<file path="config.mk">
export PLATFORM = sky130hd
export DESIGN_NAME = instr_sequencer
export DESIGN_NICKNAME = d
export VERILOG_FILES = /design/src/rtl/instr_sequencer.sv
export SDC_FILE = /design/constraint.sdc
export NUM_CORES = 1
export LEC_CHECK = 0
export ABC_AREA = 1
export ABC_CLOCK_PERIOD_IN_PS = 1700
export BUFFER_PORTS_ARGS = -buffer_cell sky130_fd_sc_hd__buf_2
export CAP_MARGIN = 25
export CORE_ASPECT_RATIO = 1.75
export CORE_MARGIN = 2
export CORE_UTILIZATION = 40
export CTS_BUF_LIST = sky130_fd_sc_hd__clkbuf_8
export CTS_CLUSTER_SIZE = 16
export DETAILED_ROUTE_END_ITERATION = 16
export PLACE_DENSITY_LB_ADDON = 0.1
export SETUP_SLACK_MARGIN = 0.5
export SYNTH_ARGS = -nofsm -noshare
export SYNTH_HDL_FRONTEND = slang
export SYNTH_SLANG_ARGS = --single-unit
</file>
<file path="constraint.sdc">
create_clock -name clka -period 1.7 [get_ports clka]
set_input_delay 0.255 -clock clka [delete_from_list [all_inputs] [get_ports clka]]
set_output_delay 0.255 -clock clka [all_outputs]
set_load 0.005 [all_outputs]
</file>
<file path="src/rtl/instr_sequencer.sv">
// instr_sequencer: fetches 2-byte instructions over a byte-wide request/ack
// bus, decodes them, and sequences register-file, ALU and branch controls
// through F0 -> F1 -> (EX) -> (WB) -> F0.
// Optional feature: define BUS_TIMEOUT_EN to add a fetch-ack watchdog that
// raises a sticky bus_err_out and halts after ACK_TIMEOUT stalled cycles.
module instr_sequencer #(
  parameter int ACK_TIMEOUT = 15
) (
  input  logic       clka,
  input  logic       reset_in,
  output logic       mem_req,
  output logic [7:0] mem_addr,
  input  logic       mem_ack,
  input  logic [7:0] mem_rdata,
  input  logic       zero_in,
  output logic [2:0] sr1_out,
  output logic [2:0] sr2_out,
  output logic [2:0] rd_out,
  output logic       we_reg_out,
  output logic [2:0] alu_op_out,
  output logic       imm_sel_out,
  output logic [7:0] imm_out,
  output logic [7:0] pc_out,
  output logic       pc_latch_out,
  output logic       illegal_out,
  output logic       halted_out,
  output logic       bus_err_out
);

  typedef enum logic [2:0] {S_F0, S_F1, S_EX, S_WB, S_HALT} state_t;

  localparam logic [4:0] OP_NOP  = 5'b00000;
  localparam logic [4:0] OP_LDI  = 5'b01000;
  localparam logic [4:0] OP_BZ   = 5'b01001;
  localparam logic [4:0] OP_JMP  = 5'b01010;
  localparam logic [4:0] OP_HALT = 5'b11111;

  if (ACK_TIMEOUT < 1) begin : g_param_check
    $error("ACK_TIMEOUT must be at least 1");
  end

  state_t     state_q, state_d;
  logic [7:0] pc_q;
  logic [7:0] ir0_q;
  logic [7:0] ir1_q;
  logic       illegal_q;
  logic       fetching;
  logic       is_alu;
  logic       is_illegal;
  logic       branch_taken;
  logic       timeout_hit;
  logic [4:0] op;

  // byte0 is latched in F0, so the opcode is already known during F1
  assign op         = ir0_q[7:3];
  assign is_alu     = (op >= 5'd1) && (op <= 5'd7);
  assign is_illegal = !(is_alu || op == OP_NOP || op == OP_LDI || op == OP_BZ ||
                        op == OP_JMP || op == OP_HALT);
  assign fetching   = (state_q == S_F0) || (state_q == S_F1);
  assign branch_taken = (state_q == S_EX) &&
                        ((op == OP_JMP) || ((op == OP_BZ) && zero_in));

`ifdef BUS_TIMEOUT_EN
  localparam int CW = $clog2(ACK_TIMEOUT + 1);
  logic [CW-1:0] wait_cnt_q;
  logic          bus_err_q;

  assign timeout_hit = fetching && !mem_ack && (wait_cnt_q == CW'(ACK_TIMEOUT - 1));

  // Watchdog: count stalled fetch cycles, clear on every ack, latch error on expiry
  always_ff @(posedge clka or posedge reset_in) begin
    if (reset_in) begin
      wait_cnt_q <= '0;
      bus_err_q  <= 1'b0;
    end else begin
      if (!fetching || mem_ack) wait_cnt_q <= '0;
      else                      wait_cnt_q <= wait_cnt_q + 1'b1;
      if (timeout_hit) bus_err_q <= 1'b1;
    end
  end

  assign bus_err_out = bus_err_q;
`else
  assign timeout_hit = 1'b0;
  assign bus_err_out = 1'b0;
`endif

  // State register
  always_ff @(posedge clka or posedge reset_in) begin
    // NOTE: sequential state uses non-blocking <= so every flop samples pre-edge values.
    if (reset_in) state_q <= S_F0;
    else          state_q <= state_d;
  end

  // Next-state decode; an ack outside F0/F1 has no effect
  always_comb begin
    state_d = state_q;
    unique case (state_q)
      S_F0: begin
        if (mem_ack)          state_d = S_F1;
        else if (timeout_hit) state_d = S_HALT;
      end
      S_F1: begin
        if (mem_ack) begin
          if (is_alu || op == OP_BZ || op == OP_JMP) state_d = S_EX;
          else if (op == OP_LDI)                     state_d = S_WB;
          else if (op == OP_HALT)                    state_d = S_HALT;
          else                                       state_d = S_F0;
        end else if (timeout_hit) begin
          state_d = S_HALT;
        end
      end
      S_EX:    state_d = is_alu ? S_WB : S_F0;
      S_WB:    state_d = S_F0;
      S_HALT:  state_d = S_HALT;
      default: state_d = S_F0;
    endcase
  end

  // Datapath registers: instruction bytes, program counter, illegal pulse
  always_ff @(posedge clka or posedge reset_in) begin
    // NOTE: every register here is control state, so all of it is reset; there is no storage array to leave unreset.
    if (reset_in) begin
      pc_q      <= 8'h00;
      ir0_q     <= 8'h00;
      ir1_q     <= 8'h00;
      illegal_q <= 1'b0;
    end else begin
      illegal_q <= 1'b0;
      if (state_q == S_F0 && mem_ack) begin
        ir0_q <= mem_rdata;
        pc_q  <= pc_q + 8'd1;
      end
      if (state_q == S_F1 && mem_ack) begin
        ir1_q     <= mem_rdata;
        pc_q      <= pc_q + 8'd1;
        illegal_q <= is_illegal;
      end
      if (branch_taken) pc_q <= ir1_q;
    end
  end

  // Fetch bus, status, and control outputs decoded from state and IR
  always_comb begin
    // NOTE: every output gets a default first so no path leaves a latch behind.
    sr1_out      = 3'd0;
    sr2_out      = 3'd0;
    rd_out       = 3'd0;
    we_reg_out   = 1'b0;
    alu_op_out   = 3'd0;
    imm_sel_out  = 1'b0;
    imm_out      = 8'h00;
    pc_latch_out = 1'b0;
    unique case (state_q)
      S_EX: begin
        if (is_alu) begin
          sr1_out    = ir1_q[7:5];
          sr2_out    = ir1_q[4:2];
          alu_op_out = op[2:0];
        end
        pc_latch_out = branch_taken;
      end
      S_WB: begin
        we_reg_out = 1'b1;
        rd_out     = ir0_q[2:0];
        if (is_alu) begin
          sr1_out    = ir1_q[7:5];
          sr2_out    = ir1_q[4:2];
          alu_op_out = op[2:0];
        end
        if (op == OP_LDI) begin
          imm_sel_out = 1'b1;
          imm_out     = ir1_q;
        end
      end
      default: ;
    endcase
  end

  // Reset drops the request combinationally so a pending fetch is abandoned at once
  assign mem_req     = fetching && !reset_in;
  assign mem_addr    = pc_q;
  assign pc_out      = pc_q;
  assign illegal_out = illegal_q;
  assign halted_out  = (state_q == S_HALT);

endmodule

</file>
# Word-level counts from Yosys, hierarchy flattened
# Cells that the tools add are included.
# W data, S select, Z words.
[op_classes]
n_addsub = 1
mul = 0
div = 0
magnitude_cmp = 2
eq_ne = 10
shift = 0
n_mux = 24
n_bitwise = 0
n_reduce_logical = 22
[op_table]
columns = ["cell", "n"]
rows = [
  ["$mux W8", 5],
  ["$mux W3", 12],
  ["$eq A5 B4 Y1 const B", 3],
  ["$pmux W3 S4", 1],
  ["$logic_or A1 B1 Y1", 9],
  ["$add A8 B1 Y8 const B", 1],
  ["$eq A3 B2 Y1 const B", 2],
  ["$logic_and A1 B1 Y1", 6],
  ["$eq A5 B5 Y1 const B", 1],
  ["$ge A5 B1 Y1 const B", 1],
  ["$le A5 B3 Y1 const B", 1],
  ["$logic_not A5 Y1", 1],
  ["$mux W1", 5],
  ["$ne A2 B2 Y1 const B", 2],
  ["$eq A3 B1 Y1 const B", 1],
  ["$eq A3 B3 Y1 const B", 1],
  ["$logic_not A3 Y1", 1],
  ["$reduce_bool A3 Y1", 1],
  ["$logic_not A1 Y1", 2],
  ["$mux W2", 1],
  ["$reduce_and A2 Y1", 1],
  ["$reduce_or A2 Y1", 1],
]
[totals]
reg_bits = 28
latch_bits = 0
ram_bits = 0
mem_bits_ro = 0
out_inout_bits = 43
mem_count = 0

# Depth between registers and ports, before layout
# Gate-level depths: netlist of run 1.
[logic_depth]
ltp_word = 9
mapped_depth = 8
ltp_nobuf = 8

# Least setup slack after synthesis of run 1
# Ideal clock, no wire load.
[synth_path]
path_type = "reg2out"
start = "reg state_q[2]"
end = "out imm_out[0]"
t_arrival_ps = 1107
setup_slack_ps = 338
stages_incl_launch_ff = 7
path_cell_list = "dfrtp_1 > inv_2 > nand2_2 > buf_6 > nor2_1 > nand2_2 > nor2_1"
[synth_via]
elab_chain_len = 2
[synth_lines]
columns = ["element", "line", "rtl"]
rows = [
  ["from (decl)", "42", "state_t state_q, state_d;"],
  ["from (signal assigned)", "92", "else state_q <= state_d;"],
  ["$eq A3 B2 Y1", "154", "unique case (state_q)"],
  ["$mux W8", "154", ""],
  ["to (decl)", "22", "output logic [7:0] imm_out,"],
]
# Every way passes these cells.

# Final worst setup path of run 1
[layout_path]
start = "reg ir0_q[7]"
end = "out imm_out[4]"
[layout_via]
elab_chain_len = 3
[layout_lines]
columns = ["element", "line", "rtl"]
rows = [
  ["from (decl)", "44", "logic [7:0] ir0_q;"],
  ["from (signal assigned)", "131", "ir0_q <= mem_rdata;"],
  ["$eq A5 B4 Y1", "171", "if (op == OP_LDI) begin"],
  ["$mux W8", "171", ""],
  ["$mux W8", "154", ""],
]
# Every way passes these cells.

==> results of run 1 <==
[Yosys cell counts]
cell,instances
conb_1,1
nor2_4,1
ha_1,1
buf_4,9
nor3_1,9
nand2_2,5
a21oi_1,2
nand2_1,38
xnor2_1,1
nand4_4,1
inv_1,36
nand4_1,1
buf_6,2
nor3b_1,1
nor2_8,1
nand2_4,3
nand3b_1,3
xor2_1,2
o21ai_0,17
nor2_1,26
dfrtp_1,28
inv_2,3
nor4_1,1
nand3_1,32
clkbuf_1,1
[worst min-delay path: stages]
cell	delay, ps
buf_2	100
inv_1	40
buf_4	340
[stage by stage]
step	utilization (%)	setup slack, ps
after floorplan	-	420
after detailed placement	48.7	196
after CTS	59.3	-35.4
final	62.3	-37.7
after global placement	48.7	202
after global routing	62.3	-132
[power breakdown]
group,internal (W),leakage (nW),switching (W)
Sequential,0.000969,0.348,0.000346
Combinational,0.00108,0.990,0.00122
Clock,0.000315,0.0357,0.000209
Total,0.00237,1.37,0.00178
[how the worst max path moves through the flow]
stage / from / to / cells after the start
2_1_floorplan: ir0_q[3] / pc_latch_out / 7
3_3_place_gp: ir0_q[3] / imm_out[0] / 6
3_5_place_dp: ir0_q[3] / imm_out[0] / 6
4_1_cts: ir0_q[7] / sr1_out[1] / 4
5_1_grt: ir0_q[7] / imm_out[4] / 5
6_report: ir0_q[7] / imm_out[4] / 5
[layout make-up]
class	count	area, µm²
Sequential cell	28	709
Fill cell	391	1530
Clock inverter	1	30.0
Timing Repair Buffer	79	559
Tap cell	49	61.3
Multi-Input combinational cell	146	973
Inverter	39	164
Clock buffer	3	41.3
[what timing repair did]
action / in CTS / in global routing
gates resized for setup: 73 / 25
pin swaps: 19 / 4
buffers inserted: 18 / 4
gates cloned: 1 / 0
setup endpoints to repair: 42 / 57
[flip-flops by register name, indices dropped and copies added, names as in the netlist]
signal       cells
state_q          3
ir1_q            8
illegal_out      1
mem_addr         8
ir0_q            8
[kinds of logic (layout without fill, tap and decap cells)]
logic type | Yosys count | count (layout)
simple gates | 122 | 122
xor+xnor | 3 | 3
fa+ha+maj | 1 | 1
compound gates | 19 | 19
flops | 28 | 28
buf+inv | 51 | 122
other cells | 1 | 1
[metal layers]
layer  global-route usage (%)  vias to the layer above
li1                         -                      847
met1                     23.4                      782
met2                     37.6                       51
met3                     1.99                       11
met4                     7.05                        0
met5                        0                        -
==> results by stage, run 1 <==
Synth:
- The count of cell types in the netlist is 25.
- Multiplexer cells account for 0% of the synthesized area.
- Ranked by total cell area, the synthesized netlist is headed by dfrtp_1 42%, nand3_1 9.5%, nand2_1 8.5%, inv_1 8.0%, nor2_1 5.8%.
- In this run the biggest area consumer among cell types represents 41.6% of the synthesized area.
- When the netlist entered floorplanning its net count stood at about 240.
- Summed over all instances, the cell type with the most area after synthesis is dfrtp_1.
- Summing the areas of all compound-gate instances in the mapped netlist gives 5.65% of the synthesized area.
- Averaged over all synthesized cells, the footprint is between 7 and 8 µm².
- For this run, the number of Yosys warnings is 0.
- The area of the mapped netlist is 1680 µm².
- The synthesized netlist devotes between 1.5 and 2% of its cell area to XOR and XNOR gates.
- The post-synthesis adder-cell area fraction is 0.743%.
- The portion of the post-synthesis area used by sequential elements is approximately two fifths.
- Synthesis inferred 28 register bits.
- The main combinational cell family by area after synthesis is simple AND/OR/NAND/NOR gates.
- The number of standard cells after synthesis is 225.
- Summing the areas of all and, or, nand and nor instances in the mapped netlist gives between 30% and 40% of the synthesized area.

Finish:
- The signed area change from the synthesized netlist to the final layout is 50.7%.
- After routing the design area is roughly 2500 µm².
- The post-layout net count is 310.
- In the final layout, the share of cells above drive strength 1 is between 50% and 60%.
- In the layout the commonest cells are 47 x buf_2, 30 x inv_1, 25 x nand2_1.
- The repair_antennas step left the layout with diodes totalling 0.
- The number of cells in the finished layout apart from fillers is approximately 350.
- The library cell used most frequently in the layout, excluding fill and tap cells, is buf_2.

Timing:
- The routed design could run at a clock period as short as 1740 ps.
- Setup repair after global routing could not meet its margin everywhere.
- The final worst setup slack is -37.7 ps.
- The number of pins with negative max-slew slack in the final report was 0.
- Setup violations remaining at the end of the flow were counted as 11.
- Clock skew on the completed layout was measured at roughly 2.4 ps.
- The number of hold-slack violations in the final timing report is 0.
- The final period utilization is 102%.
- In the final timing run, aggregate negative setup slack is -176 ps.
- The smallest hold slack is 47.1 ps.
- For this run, the top clock speed supported by timing is 0.575 GHz.

Placement:
- Once placement finished, the instance area stood at roughly 2000 µm².
- After legalization and detailed placement, the total HPWL measured approximately 3200 µm.
- The congestion estimate from routability-driven global placement came to about 0.87.
- The count of buffers added on input and output ports is 53.
- The cell total after placement is around 320.

Clock tree:
- Clock-pin slew was measured on the worst setup and hold paths at ~90 ps.
- The clock reaches the later pin of the worst-skew pair after between 200 and 300 ps.
- TritonCTS built the clock tree.
- The total CTS buffers is 3.
- The clock tree root buffer cell is clkbuf_8.
- The number of buffers inserted for hold repair after clock tree synthesis is 0.
- In this run the number of H-tree levels came out at 1.
- The total clock sinks is 28.
- The number of buffers on the longest clock path is 2.

Critical path:
- For the worst flop-to-flop path, the logic depth is 9.
- The setup path with the least slack is of type flop to output pin.
- The cell family contributing the most delay on the critical path is simple AND/OR/NAND/NOR gates.
- The signal on the critical path passes through nand3b_1, nor2_4, nand2_4, nor2_2, buf_2.
- The worst register-to-register path begins at state_q[1].
- The element type at the critical path end is an output pin.
- The nature of the critical path startpoint is a flop.
- The largest individual stage delay along the critical path comes from the cell dfrtp_1.
- At the worst endpoint, the arrival time is 1480 ps.
- The register-to-register setup slack is about 250 ps.
- In this design, the stage delay of the slowest critical-path cell is roughly 440 ps.
- The number of buffers and inverters on the critical path is 1.
- Along the worst path, the maximum fanout reaches 9.
- STA puts the critical path data required time at about 1400 ps.
- The capturing point of the worst reg2reg path is mem_addr[7].

Route:
- After detailed routing, the average wire length per cell comes to 13.3 µm.
- In the routed layout, each cell is associated on average with a via count of about 4.9.
- The final wirelength is ~4600 µm.
- In the detailed route, the total length drawn on met2 is roughly 2600 µm.
- For this run, the detailed router's first-pass iteration total came to 4.
- The initial detailed-routing violation count is 30.
- In this run the remaining antenna-violating nets after routing total 0.
- The total length of routed met3 wires is 226 µm.
- The routed metal-1 wirelength is ~1700 µm.
- The highest layer used for signal routing is met4.
- The final route contains roughly 1700 vias.
- The count of unresolved DRC violations after routing is 0.

Floorplanning:
- The initial core utilization is 41.4%.
- The die width is about 53 µm.
- The core footprint is roughly 4000 µm².
- From bottom edge to top edge, the die measures 89.8 µm.
- The placement row count is 31.
- The total I/O pin count is 55.
- The floorplan step defined a die boundary enclosing about 4800 µm².

Global routing:
- Across every metal layer, demand over resource in global routing totals 20.5%.
- The number of antenna violations at the first check in global routing is 0.
- The maximum number of pins on one net before global-route repair is 29.
- The first global-routing pass estimated between 7000 and 8000 µm of wire.
- The number of global-route vias before repair is about 1600.
- For this run the aggregate overflow at the end of global routing stands at 0.

Outcome:
- The run finished, with violations left.
- The checks that failed: setup timing.

Hold path:
- The min-delay analysis places its worst path in the category input pin to async pin.

Job:
- Max-cap violations in this run came to 0.

Power:
- IR analysis of the VDD net gives a maximum drop of around 1200 µV.
- The cell area power density is ~1600 nW/µm².
- The design draws just over 0.004 W.
- Summed over all cells, the static leakage comes to approximately 1.4 nW.
Note: power is estimated with default switching activity, not from simulation.
==> run 2, diff against run 1 <==
--- a/config.mk
+++ b/config.mk
@@ -5,7 +5,6 @@
 export SDC_FILE = /design/constraint.sdc
 export NUM_CORES = 1
 export LEC_CHECK = 0
-export ABC_AREA = 1
 export ABC_CLOCK_PERIOD_IN_PS = 1700
 export BUFFER_PORTS_ARGS = -buffer_cell sky130_fd_sc_hd__buf_2
 export CAP_MARGIN = 25
@@ -15,7 +14,9 @@
 export CTS_BUF_LIST = sky130_fd_sc_hd__clkbuf_8
 export CTS_CLUSTER_SIZE = 16
 export DETAILED_ROUTE_END_ITERATION = 16
+export GPL_TIMING_DRIVEN = 1
 export PLACE_DENSITY_LB_ADDON = 0.1
+export RECOVER_POWER = 100
 export SETUP_SLACK_MARGIN = 0.5
 export SYNTH_ARGS = -nofsm -noshare
 export SYNTH_HDL_FRONTEND = slang
==> run 2 against run 1 <==
Against the previous run: the run still ends with setup timing left; via count shrank 13%; register-to-register slack lost 480 ps; critical path depth shrank 1; first-iteration DRC count is the same; setup slack lost 230 ps; global-route usage grew 2.1 points; synthesized area shrank 4.0%; design area is essentially flat; flip-flop and latch count is the same; fmax shrank 12%; routed wire length grew 9.9%; largest cell class unchanged; highest routed layer unchanged.
==> results by stage, run 2 <==
Outcome:
- The run finished, with violations left.
- The checks that failed: setup timing.

Power:
- The total net switching power is 0.00148 W (-17%).
- The sequential fraction of design power is 32.6% (+0.9 points).
- The combinational cell fraction of total power was 54.1% (-1.5 points).
- The internal power is 0.00256 W (+8.2%).
- The worst ir drop on vdd is 1110 µV (-3.7%).
- The leakage power was 1.25 nW (-8.9%).
- The cell area power density is 1590 nW/µm² (-2.5%).
- The fraction of power spent switching nets is 36.7% (-6.2 points).
- The fraction of power consumed by the clock network came to 13.3% (+0.6 points).

Synth:
- The count of cell types in the netlist was 39 (+56%).
- The post-synthesis area per instance was 10.7 µm² (+43%).
- Among all flip-flop cells after synthesis, the most frequent one is dfrtp_1.
- The commonest cells after synthesis are 28 x dfrtp_1, 18 x mux2_2, 16 x and2_1.
- The synthesized flop and latch total is 28 (unchanged).
- The fraction of synthesis flops using an asynchronous set or reset pin is 100% (unchanged).
- Ranked by total cell area, the synthesized netlist is headed by dfrtp_1 43%, mux2_2 13%, and2_1 6.2%, buf_4 4.2%, and3_1 3.9%.
- The area of the mapped netlist came to 1620 µm² (-4.0%).
- The biggest area contributor in the post-synthesis netlist is dfrtp_1.
- The net count after synthesis is 164 (-31%).
- The area share of the leading cell type in the synthesized netlist is 43.3% (+1.7 points).
- By area, the combinational part of the netlist is dominated by simple AND/OR/NAND/NOR gates.
- The area fraction in compound gates after synthesis came to 9.29% (+3.6 points).
- The area share of xor/xnor cells in the synthesized design is 1.08% (-0.48 points).
- By instance count, the leading cell after synthesis is dfrtp_1.
- The number of standard cells after synthesis was 151 (-33%).
- The mux share of post-synthesis cell area was 12.5% (+13 points).
- The number of enable-type register cells in the synthesized netlist is 0 (unchanged).
- The portion of the post-synthesis area used by sequential elements was 43.3% (+1.7 points).
- The number of warnings reported in the yosys synthesis log came to 0 (unchanged).
- The post-synthesis adder-cell area fraction came to 0.774% (+0.031 points).
- The simple-gate portion of the synthesized area came to 25.5% (-10 points).

Timing:
- The shortest period the worst path allows is 1970 ps (+231 ps).
- The final worst setup slack is -269 ps (-231 ps).
- The final period utilization is 116% (+14 points).
- Headroom to the max-slew limit came out at about 50%.
- The worst setup skew after layout is 1.41 ps (-0.961 ps).
- The highest clock frequency the design can meet came to 0.508 GHz (-12%).
- Setup repair after global routing could not meet its margin everywhere.
- The number of endpoints failing setup at the final stage is 30 (+19).
- The number of pins with negative max-slew slack in the final report is 0 (unchanged).
- The number of hold-slack violations in the final timing report was 0 (unchanged).
- At the pin with the least slew margin, the transition time is about 730 ps.

Job:
- The max-capacitance violation count is 0 (unchanged).

Critical path:
- The maximum fanout count along the critical path was 3 (-6).
- The setup path with the least slack is of type flop to output pin.
- The count of buffer and inverter cells on the critical path is 2 (+1).
- The element type at the critical path end is an output pin.
- The nature of the critical path startpoint is a flop.
- The kind of cell adding the most delay to the critical path is simple AND/OR/NAND/NOR gates.
- The data arrival time of the worst path was 1710 ps (+230 ps).
- The critical path goes through or3b_4, buf_4, a2111oi_4, buf_2.
- The cell with the largest stage delay on the worst path is or3b_4.
- The maximum single-stage delay on the critical path is 430 ps (about the same).
- The data required time at the worst endpoint was 1440 ps (about the same).

Placement:
- The number of I/O port buffers is 53 (unchanged).
- The half-perimeter wire length after detailed placement was 3240 µm (+0.70%).
- The cell area after placement came to 2080 µm² (+4.8%).
- The cell total after placement is 257 (-19%).
- The worst setup slack before clock tree synthesis is -51.5 ps (-247 ps).
- The last weighted congestion value of the routability-driven placer is 0.756 (-13%).

Route:
- The average via count per standard cell is 5.29 (+8.0%).
- The routed length per instance is 18.0 µm (+36%).
- The number of detailed-routing iterations run before antenna repair is 4 (unchanged).
- The initial detailed-routing violation count came to 30 (unchanged).
- The count of unresolved DRC violations after routing was 0 (unchanged).
- The number of routed nets with antenna violations is 0 (unchanged).
- The vias after detailed routing is 1477 (-13%).
- The final wirelength is 5040 µm (+9.9%).

Clock tree:
- The number of buffers inserted for hold repair after clock tree synthesis is 0 (unchanged).
- The total CTS buffers came to 3 (unchanged).
- The number of levels in the clock H-tree is 1 (unchanged).
- The total clock sinks is 28 (unchanged).
- The tree is rooted in a clkbuf_8.
- The number of buffers on the longest clock path came to 2 (unchanged).
- The clock slew at the register clock pins of the worst setup and hold paths is 100 ps (about the same).
- TritonCTS built the clock tree.
- The later-pin clock latency in the skew report is 280 ps (about the same).

Floorplanning:
- The placement row count is 30 (-3.2%).
- The initial core utilization came to 41.8% (+0.46 points).
- The core footprint is 3870 µm² (-5.1%).
- The die footprint is 4590 µm² (-3.8%).
- The total I/O pin count came to 55 (unchanged).
- The die width is 52.1 µm (-1.9%).
- The vertical extent of the die is 88.1 µm (-1.9%).

Finish:
- In the layout the commonest cells are 35 x buf_2, 27 x dfrtp_1, 24 x buf_6.
- The final design instance area without fill came to 2540 µm² (about the same).
- The number of cells in the finished layout apart from fillers is 279 (-19%).
- The number of antenna cells inserted is 0 (unchanged).
- Relative to the synthesized area, the layout overhead comes to 57.2%.
- The post-layout net count is 245 (-21%).
- The library cell used most frequently in the layout, excluding fill and tap cells, is buf_2.
- The share of cells above drive strength 1 came to 60.6% (+7.6 points).

Global routing:
- The maximum number of pins on one net before global-route repair is 29 (unchanged).
- The global-route wire length before repair came to 7620 µm (+3.0%).
- The global router's overall resource usage is 22.6% (+2.1 points).
- The number of antenna violations at the first check in global routing is 0 (unchanged).
- The remaining global-route overflow is 0 (unchanged).
- The number of global-route vias before repair was 1498 (-8.1%).

Hold path:
- The type of the most critical hold path is input pin to async pin.
==> run 2: changes by cell type after synthesis, sizes merged, moves of 14 or more <==
cell,previous run,this run
and2,0,16
inv,39,1
mux2,0,18
nand2,46,6
nand3,32,3
nor2,28,7
o21ai,17,3
==> run 2: routing by layer <==
| metal | vias to the layer above | GRT usage, % | share of wire (%) |
|---|---|---|---|
| met1 | 725 | 27.7 | 41 |
| met2 | 42 | 40.5 | 54 |
| met4 | 0 | 5.74 | 2.1 |
| met5 | - | 0 | 0 |
| met3 | 8 | 3.24 | 3.3 |
| li1 | 702 | - | - |
==> run 2: power groups by stage <==
stage               combinational, W  sequential (W)  clock [W]
floorplan                    0.00113         0.00124          0
global placement             0.00157         0.00128          0
detailed placement           0.00162         0.00131          0
CTS                          0.00196         0.00130   0.000545
global route                 0.00233         0.00137   0.000570
finish                       0.00219         0.00132   0.000537
==> run 2: what timing repair did <==
action | in CTS | in global routing
pin swaps | 7 | 11
gates resized for setup | 40 | 29
setup endpoints to repair | 55 | 59
cloned | 1 | 1
setup buffers | 7 | 9
==> run 2: kinds of logic after synthesis <==
| group | count (synthesis) |
|---|---|
| AND/OR/NAND/NOR | 68 |
| flip-flops | 28 |
| multiplexers | 18 |
| AO/OA/AOI/OAI | 17 |
| buffers and inverters | 16 |
| XOR/XNOR | 2 |
| adder cells (fa/ha/maj) | 1 |
| other | 1 |
==> run 2: layout make-up <==
type	count	area [µm²]
repair buffers	90	683
flip-flops and latches	28	702
clock inverters	1	30.0
fillers	311	1330
inverters	1	3.75
multi-input cells	108	1020
clock buffers	3	41.3
well taps	48	60.1
==> run 2: worst min-delay path, cell delays in order <==
cell	delay, ps
clkbuf_1	90
inv_1	50
clkbuf_2	560
==> run 2: final timing paths <==
path,startpoint,to,slack (ps),cells past startpoint
max in group asynchronous,reset_in,state_q[0],1030,3
max,ir0_q[7],pc_latch_out,-270,4
min reg2reg,ir0_q[1],ir0_q[1],510,1
min in group clka,mem_rdata[3],ir1_q[3],210,2
max reg2reg,ir0_q[7],mem_addr[4],-230,6
min,reset_in,state_q[0],170,3
==> run 2: per-stage QoR <==
step	setup TNS (ps)	total power [W]	utilization, %	hold WS (ps)
global placement	-13.7	0.00285	53.7	347
finish	-5420	0.00404	65.7	168
detailed placement	-221	0.00293	53.7	362
global route	-7460	0.00427	65.7	213
CTS	-4230	0.00380	61.7	58.0
floorplan	-975	0.00237	-	320
